`src/rtl/display_pkg.sv`:
```
// Shared types and constants for the multiplexed 7-segment display scanner.
package display_pkg;

  localparam int NIBBLE_W   = 4;
  localparam int MAX_DIGITS = 8;

  // Active-low digit enables: all ones turns every digit off.
  localparam logic [MAX_DIGITS-1:0] DIGITS_OFF = '1;

  typedef enum logic {
    GUARD = 1'b0,
    SHOW  = 1'b1
  } scan_state_t;

endpackage

```
`src/rtl/display_slot_timer.sv`:
```
// Slot counter and digit index for the display scanner; flags slot end, frame wrap
// and whether the cycle after the coming edge falls inside the guard window.
module display_slot_timer
  import display_pkg::*;
#(
  parameter int NUM_DIGITS   = 4,
  parameter int REFRESH_DIV  = 50000,
  parameter int GUARD_CYCLES = 2,
  localparam int IDX_W = (NUM_DIGITS > 1) ? $clog2(NUM_DIGITS) : 1,
  localparam int CNT_W = (REFRESH_DIV > 1) ? $clog2(REFRESH_DIV) : 1
) (
  input  logic             clk,
  input  logic             rst,
  output logic [IDX_W-1:0] idx,
  output logic             slot_end,
  output logic             frame_wrap,
  output logic             in_guard
);

  logic [CNT_W-1:0] cnt;
  logic [CNT_W-1:0] cnt_next;

  // Wraps are explicit compares so non-power-of-two sizes behave.
  assign slot_end   = (cnt == CNT_W'(REFRESH_DIV - 1));
  assign frame_wrap = slot_end && (idx == IDX_W'(NUM_DIGITS - 1));
  assign cnt_next   = slot_end ? '0 : cnt + CNT_W'(1);

  // Looks ahead one cycle so the scanner state lines up with cnt after the edge.
  assign in_guard = (GUARD_CYCLES != 0) && (cnt_next < CNT_W'(GUARD_CYCLES));

  always_ff @(posedge clk) begin
    if (rst) begin
      cnt <= '0;
      idx <= '0;
    end else begin
      cnt <= cnt_next;
      if (slot_end) begin
        idx <= frame_wrap ? '0 : idx + IDX_W'(1);
      end
    end
  end

endmodule

```
`src/rtl/display_scan_controller.sv`:
```
// Time-multiplexed hex display scanner with double-buffered value and guard interval.
// Optional DISPLAY_LEADING_ZERO_BLANK_EN blanks leading-zero digits above digit 0.
module display_scan_controller
  import display_pkg::*;
#(
  parameter int NUM_DIGITS   = 4,
  parameter int REFRESH_DIV  = 50000,
  parameter int GUARD_CYCLES = 2,
  localparam int IDX_W   = (NUM_DIGITS > 1) ? $clog2(NUM_DIGITS) : 1,
  localparam int VALUE_W = NIBBLE_W * NUM_DIGITS
) (
  input  logic                  clk,
  input  logic                  rst,
  input  logic                  load,
  input  logic [VALUE_W-1:0]    value,
  output logic                  ready,
  output logic [NIBBLE_W-1:0]   digit_code,
  output logic                  blank,
  output logic [NUM_DIGITS-1:0] digit_sel,
  output logic                  frame_done
);

  logic [IDX_W-1:0]   idx;
  logic               slot_end;
  logic               frame_wrap;
  logic               in_guard;
  scan_state_t        state;
  logic [VALUE_W-1:0] active;
  logic [VALUE_W-1:0] pending;
  logic               pending_valid;

  function automatic logic [NIBBLE_W-1:0] nibble_at(input logic [VALUE_W-1:0] v,
                                                    input logic [IDX_W-1:0]   i);
    logic [NIBBLE_W-1:0] n;
    n = '0;
    for (int k = 0; k < NUM_DIGITS; k++) begin
      if (i == IDX_W'(k)) n = v[k*NIBBLE_W +: NIBBLE_W];
    end
    return n;
  endfunction

  function automatic logic [NUM_DIGITS-1:0] enable_for(input logic [IDX_W-1:0] i);
    logic [NUM_DIGITS-1:0] sel;
    sel = DIGITS_OFF[NUM_DIGITS-1:0];
    for (int k = 0; k < NUM_DIGITS; k++) begin
      if (i == IDX_W'(k)) sel[k] = 1'b0;
    end
    return sel;
  endfunction

`ifdef DISPLAY_LEADING_ZERO_BLANK_EN
  // True when digit i and every digit above it are zero; digit 0 always shows.
  function automatic logic leading_zero(input logic [VALUE_W-1:0] v,
                                        input logic [IDX_W-1:0]   i);
    logic nonzero;
    nonzero = 1'b0;
    for (int k = 0; k < NUM_DIGITS; k++) begin
      if ((IDX_W'(k) >= i) && (v[k*NIBBLE_W +: NIBBLE_W] != '0)) nonzero = 1'b1;
    end
    return (i != '0) && !nonzero;
  endfunction
`endif

  display_slot_timer #(
    .NUM_DIGITS  (NUM_DIGITS),
    .REFRESH_DIV (REFRESH_DIV),
    .GUARD_CYCLES(GUARD_CYCLES)
  ) u_timer (
    .clk       (clk),
    .rst       (rst),
    .idx       (idx),
    .slot_end  (slot_end),
    .frame_wrap(frame_wrap),
    .in_guard  (in_guard)
  );

  // Scan FSM: state mirrors the current slot position; outputs lag it by one cycle.
  always_ff @(posedge clk) begin
    if (rst) begin
      state      <= (GUARD_CYCLES == 0) ? SHOW : GUARD;
      digit_sel  <= DIGITS_OFF[NUM_DIGITS-1:0];
      blank      <= 1'b1;
      digit_code <= '0;
      frame_done <= 1'b0;
    end else begin
      case (state)
        GUARD: if (!in_guard) state <= SHOW;
        SHOW:  if (slot_end && in_guard) state <= GUARD;
      endcase

      frame_done <= frame_wrap;
      // The code is presented during guard too, so the converter settles early.
      digit_code <= nibble_at(active, idx);

      if (state == SHOW) begin
        digit_sel <= enable_for(idx);
`ifdef DISPLAY_LEADING_ZERO_BLANK_EN
        blank     <= leading_zero(active, idx);
`else
        blank     <= 1'b0;
`endif
      end else begin
        digit_sel <= DIGITS_OFF[NUM_DIGITS-1:0];
        blank     <= 1'b1;
      end
    end
  end

  // Double buffer: a pending value lands only on a frame wrap, so updates are tear-free.
  always_ff @(posedge clk) begin
    if (rst) begin
      active        <= '0;
      pending       <= '0;
      pending_valid <= 1'b0;
      ready         <= 1'b1;
    end else if (load && ready) begin
      pending       <= value;
      pending_valid <= 1'b1;
      ready         <= 1'b0;
    end else if (frame_wrap && pending_valid) begin
      active        <= pending;
      pending_valid <= 1'b0;
      ready         <= 1'b1;
    end
  end

endmodule

```
`config.mk`:
```
export PLATFORM = sky130hd
export DESIGN_NAME = display_scan_controller
export DESIGN_NICKNAME = d
export VERILOG_FILES = /design/src/rtl/display_pkg.sv /design/src/rtl/display_slot_timer.sv /design/src/rtl/display_scan_controller.sv
export SDC_FILE = /design/constraint.sdc
export NUM_CORES = 1
export LEC_CHECK = 0
export CAP_MARGIN = 20
export CORE_UTILIZATION = 55
export DETAILED_ROUTE_END_ITERATION = 8
export DONT_BUFFER_PORTS = 1
export PLACE_DENSITY = 0.74
export SLEW_MARGIN = 0
export SYNTH_ARGS = -nofsm -noshare
export SYNTH_HDL_FRONTEND = slang
export SYNTH_SLANG_ARGS = --single-unit
```
`constraint.sdc`:
```
create_clock -name clk -period 2.9 [get_ports clk]
set_input_delay 0.145 -clock clk [delete_from_list [all_inputs] [get_ports clk]]
set_output_delay 0.145 -clock clk [all_outputs]
set_load 0.01 [all_outputs]
```
==> impl_metrics.tcl <==
set metrics [dict create \
    synthAdderAreaFrac 0.0234 \
    nNetsFinal 338 \
    ir_drop_uv 331 \
    yosys_register_bits 63 \
    start_util 0.570 \
    crit_chain "ha_1, nand3_1, nor4_4, nand4_4, mux2i_1, nor2_1" \
    wl_per_cell_um 13.8 \
    layout_setup_ws_ns 0.566 \
    grt.overflow.total 0 \
    avgSynthCellArea_sq_um 8.80 \
    synth_area_sq_um 2680 \
    drt-vias-per-instance 5.48 \
    synth_xor_area_frac 0.0556 \
    syn-instance-count 304 \
    ys_types 39 \
    instances_no_fill 373 \
    drt_first_pass_iters 4 \
    slowest_stage "nor4_4" \
    core_sq_um 4690 \
    tightestPinTransition_ns 0.663 \
    r2r-start "u_timer.cnt[0]" \
    cts_buffers 9 \
    die_w_um 71.8 \
    drive_gt1_frac 0.0690 \
    min_to "u_timer.cnt[2]" \
    drt_wl_total_mm 5.16 \
    io_pins 30 \
    min_path_type "in -> reg" \
    grt_max_degree 47 \
    row_count 25 \
    timing.slew.headroom 0.558 \
    grt_util_all_layers 0.225 \
    fp.dieH_um 71.8 \
    slew_viol_final 0 \
    clockBufferDepth 2 \
    synth_warnings 0 \
    critPathMaxStageDelay_ns 0.53 \
    r2r_setup_slack_ns 0.57 \
    place_ws_ns 0.605 \
    clock_skew_ns 0.00860 \
    whs_path_depth 2 \
    clkTransAtPathRegs_ns 0.06 \
    synth_top_family_by_area "simple AND/OR/NAND/NOR gates" \
    gp_congestion 0.812 \
    crit_path_end_kind "register" \
    grt_pass1_vias 1923 \
    synth_compound_area_frac 0.0846 \
    synth-simple-area-share 0.245 \
    synth_seq_area_share 0.471 \
    rr_worst_depth 6 \
    diodes 0 \
    leakagePower_nw 1.25 \
    dp_cells 340 \
    rsz0062_at_grt "no" \
    hold_start "rst" \
    path_buf_inv 0 \
    critPathKind "reg -> reg" \
    cts_sinks 63 \
    cp_data_required_time_ns 3.12 \
    min_period_over_period 0.805 \
    drtAntennaViolNets 0 \
    ctsHtreeMaxLevel 3 \
    antenna_found_initial 0 \
    worstSetupPathDepth 6 \
    dp_hpwl_mm 3.28 \
    synth_mux_area_frac 0.0790 \
    insertion_delay_ns 0.34 \
    cts_tree "yes" \
    outcome "finished, final reports clean" \
    fin_tns_setup_ns 0 \
    drtIter0Drc 144 \
    root_buffer "clkbuf_8" \
    reg2reg_to "active[3]" \
    port_buffers 0 \
    synth_nets 328 \
    dieArea_sq_um 5150 \
    cp_data_arrival_time_ns 2.56 \
    startpoint_type "register" \
    setup_violations 0 \
    crit_family "simple AND/OR/NAND/NOR gates" \
    power_density_nw_per_um2 553 \
    maxCapViolCount 0 \
    drc 0 \
    area_growth_pct 12.6 \
    fmax_mhz 428 \
    hold_violations 0 \
    grt_pass1_wl_mm 8.90 \
    min_period_ns 2.33 \
    worstPathMaxFanout 16 \
    dr_total_vias 2045 \
]
registers in the layout (all words and copies together), names as in the netlist:
| name | flops |
|---|---|
| state | 1 |
| active | 16 |
| pending_valid | 1 |
| frame_done | 1 |
| ready | 1 |
| u_timer.idx | 2 |
| u_timer.cnt | 16 |
| digit_sel | 4 |
| pending | 16 |
| blank | 1 |
| digit_code | 4 |
synthesized netlist by cell type:
cell      number  area, sq um
buf_1          1         3.75
nand2_1       46          173
nand4b_1       2         17.5
and4_1         3         26.3
nor2_1        45          169
or3_1          2         12.5
or4_1          1         7.51
ha_1           5         62.6
or4bb_1        1         11.3
nand4_4        1         21.3
nand3_1       11         55.1
dfxtp_1       63         1260
nor2b_1        2         12.5
buf_6          2         22.5
or4_4          1         11.3
mux2i_1       20          200
a21oi_1       25          125
inv_1          4         15.0
clkbuf_2       2         10.0
nand4_1        2         12.5
and3_1         3         18.8
o211ai_1       1         7.51
mux2_2         1         11.3
a211oi_1       2         15.0
nor3_1         4         20.0
a211o_1        1         8.76
or2_2          2         12.5
o21ai_0        7         35.0
buf_2          2         10.0
o21bai_1       1         7.51
buf_4          1         7.51
o32ai_1        1         8.76
and2_1         3         18.8
and3b_1        4         35.0
clkbuf_1      11         41.3
nor4_4         1         21.3
xnor2_1        8         70.1
a31oi_1        3         18.8
xor2_1         9         78.8
cells by family after synthesis:
group	count (synthesis)
xor+xnor	17
fa+ha+maj	5
flops	63
simple gates	134
buf+inv	23
mux	21
compound gates	41
metal layers:
metal | up-vias | GRT usage | share of wire
li1 | 1043 | - | -
met1 | 955 | 0.303 | 0.49
met2 | 37 | 0.335 | 0.45
met3 | 10 | 0.0647 | 0.037
met4 | 0 | 0.0980 | 0.015
met5 | - | 0 | 0
repair_timing:
action	in CTS	in global routing
setup buffers	0	0
resized for setup	0	0
hold buffers	17	0
hold endpoints to repair	50	0
cells in the final DEF, fill, tap and decap left out, types with 2 or more instances in the layout:
| master | instances |
|---|---|
| dlygate4sd3_1 | 16 |
| and2_1 | 3 |
| or3_1 | 2 |
| nand2_1 | 46 |
| ha_1 | 5 |
| xor2_1 | 9 |
| a31oi_1 | 3 |
| clkinv_2 | 2 |
| inv_1 | 4 |
| nand3_1 | 11 |
| a211oi_1 | 2 |
| o21ai_0 | 7 |
| mux2i_1 | 20 |
| and3_1 | 3 |
| or2_2 | 2 |
| a21oi_1 | 25 |
| and4_1 | 3 |
| nand4b_1 | 2 |
| nand4_1 | 2 |
| and3b_1 | 4 |
| xnor2_1 | 8 |
| nor2_1 | 45 |
| nor2b_1 | 2 |
| nor3_1 | 4 |
| clkbuf_8 | 11 |
| clkbuf_1 | 2 |
| dfxtp_1 | 63 |
cell type report:
class	count	area, sq um
flip-flops and latches	63	1260
clock inverters	3	17.5
multi-input cells	218	1310
clock buffers	13	159
inverters	4	15.0
fillers	399	1680
well taps	54	67.6
repair buffers	18	188
where the power goes:
| part | leakage (nW) | internal [mW] | switching [mW] | total [mW] |
|---|---|---|---|---|
| clock network | 0.0894 | 0.354 | 0.317 | 0.671 |
| logic | 0.644 | 0.0408 | 0.0470 | 0.0878 |
| registers | 0.512 | 0.890 | 0.0183 | 0.908 |
how the worst max path moves through the flow:
stage / end / start
5_1_grt: active[10] / u_timer.cnt[0]
4_1_cts: active[3] / u_timer.cnt[0]
2_1_floorplan: active[3] / u_timer.cnt[4]
6_report: active[3] / u_timer.cnt[0]
3_5_place_dp: active[3] / u_timer.cnt[0]
3_3_place_gp: active[0] / u_timer.cnt[0]
stage by stage:
step | hold WS [ns] | instance area [sq um] | utilization | total power [mW]
after floorplan | 0.281 | 2680 | - | 0.978
after global placement | 0.220 | 2660 | 0.566 | 0.984
after detailed placement | 0.222 | 2660 | 0.566 | 0.986
after CTS | 0.0985 | 3010 | 0.642 | 1.69
after global routing | 0.109 | 3010 | 0.642 | 1.74
final | 0.107 | 3010 | 0.642 | 1.67
(Power assumes the default switching activity.)
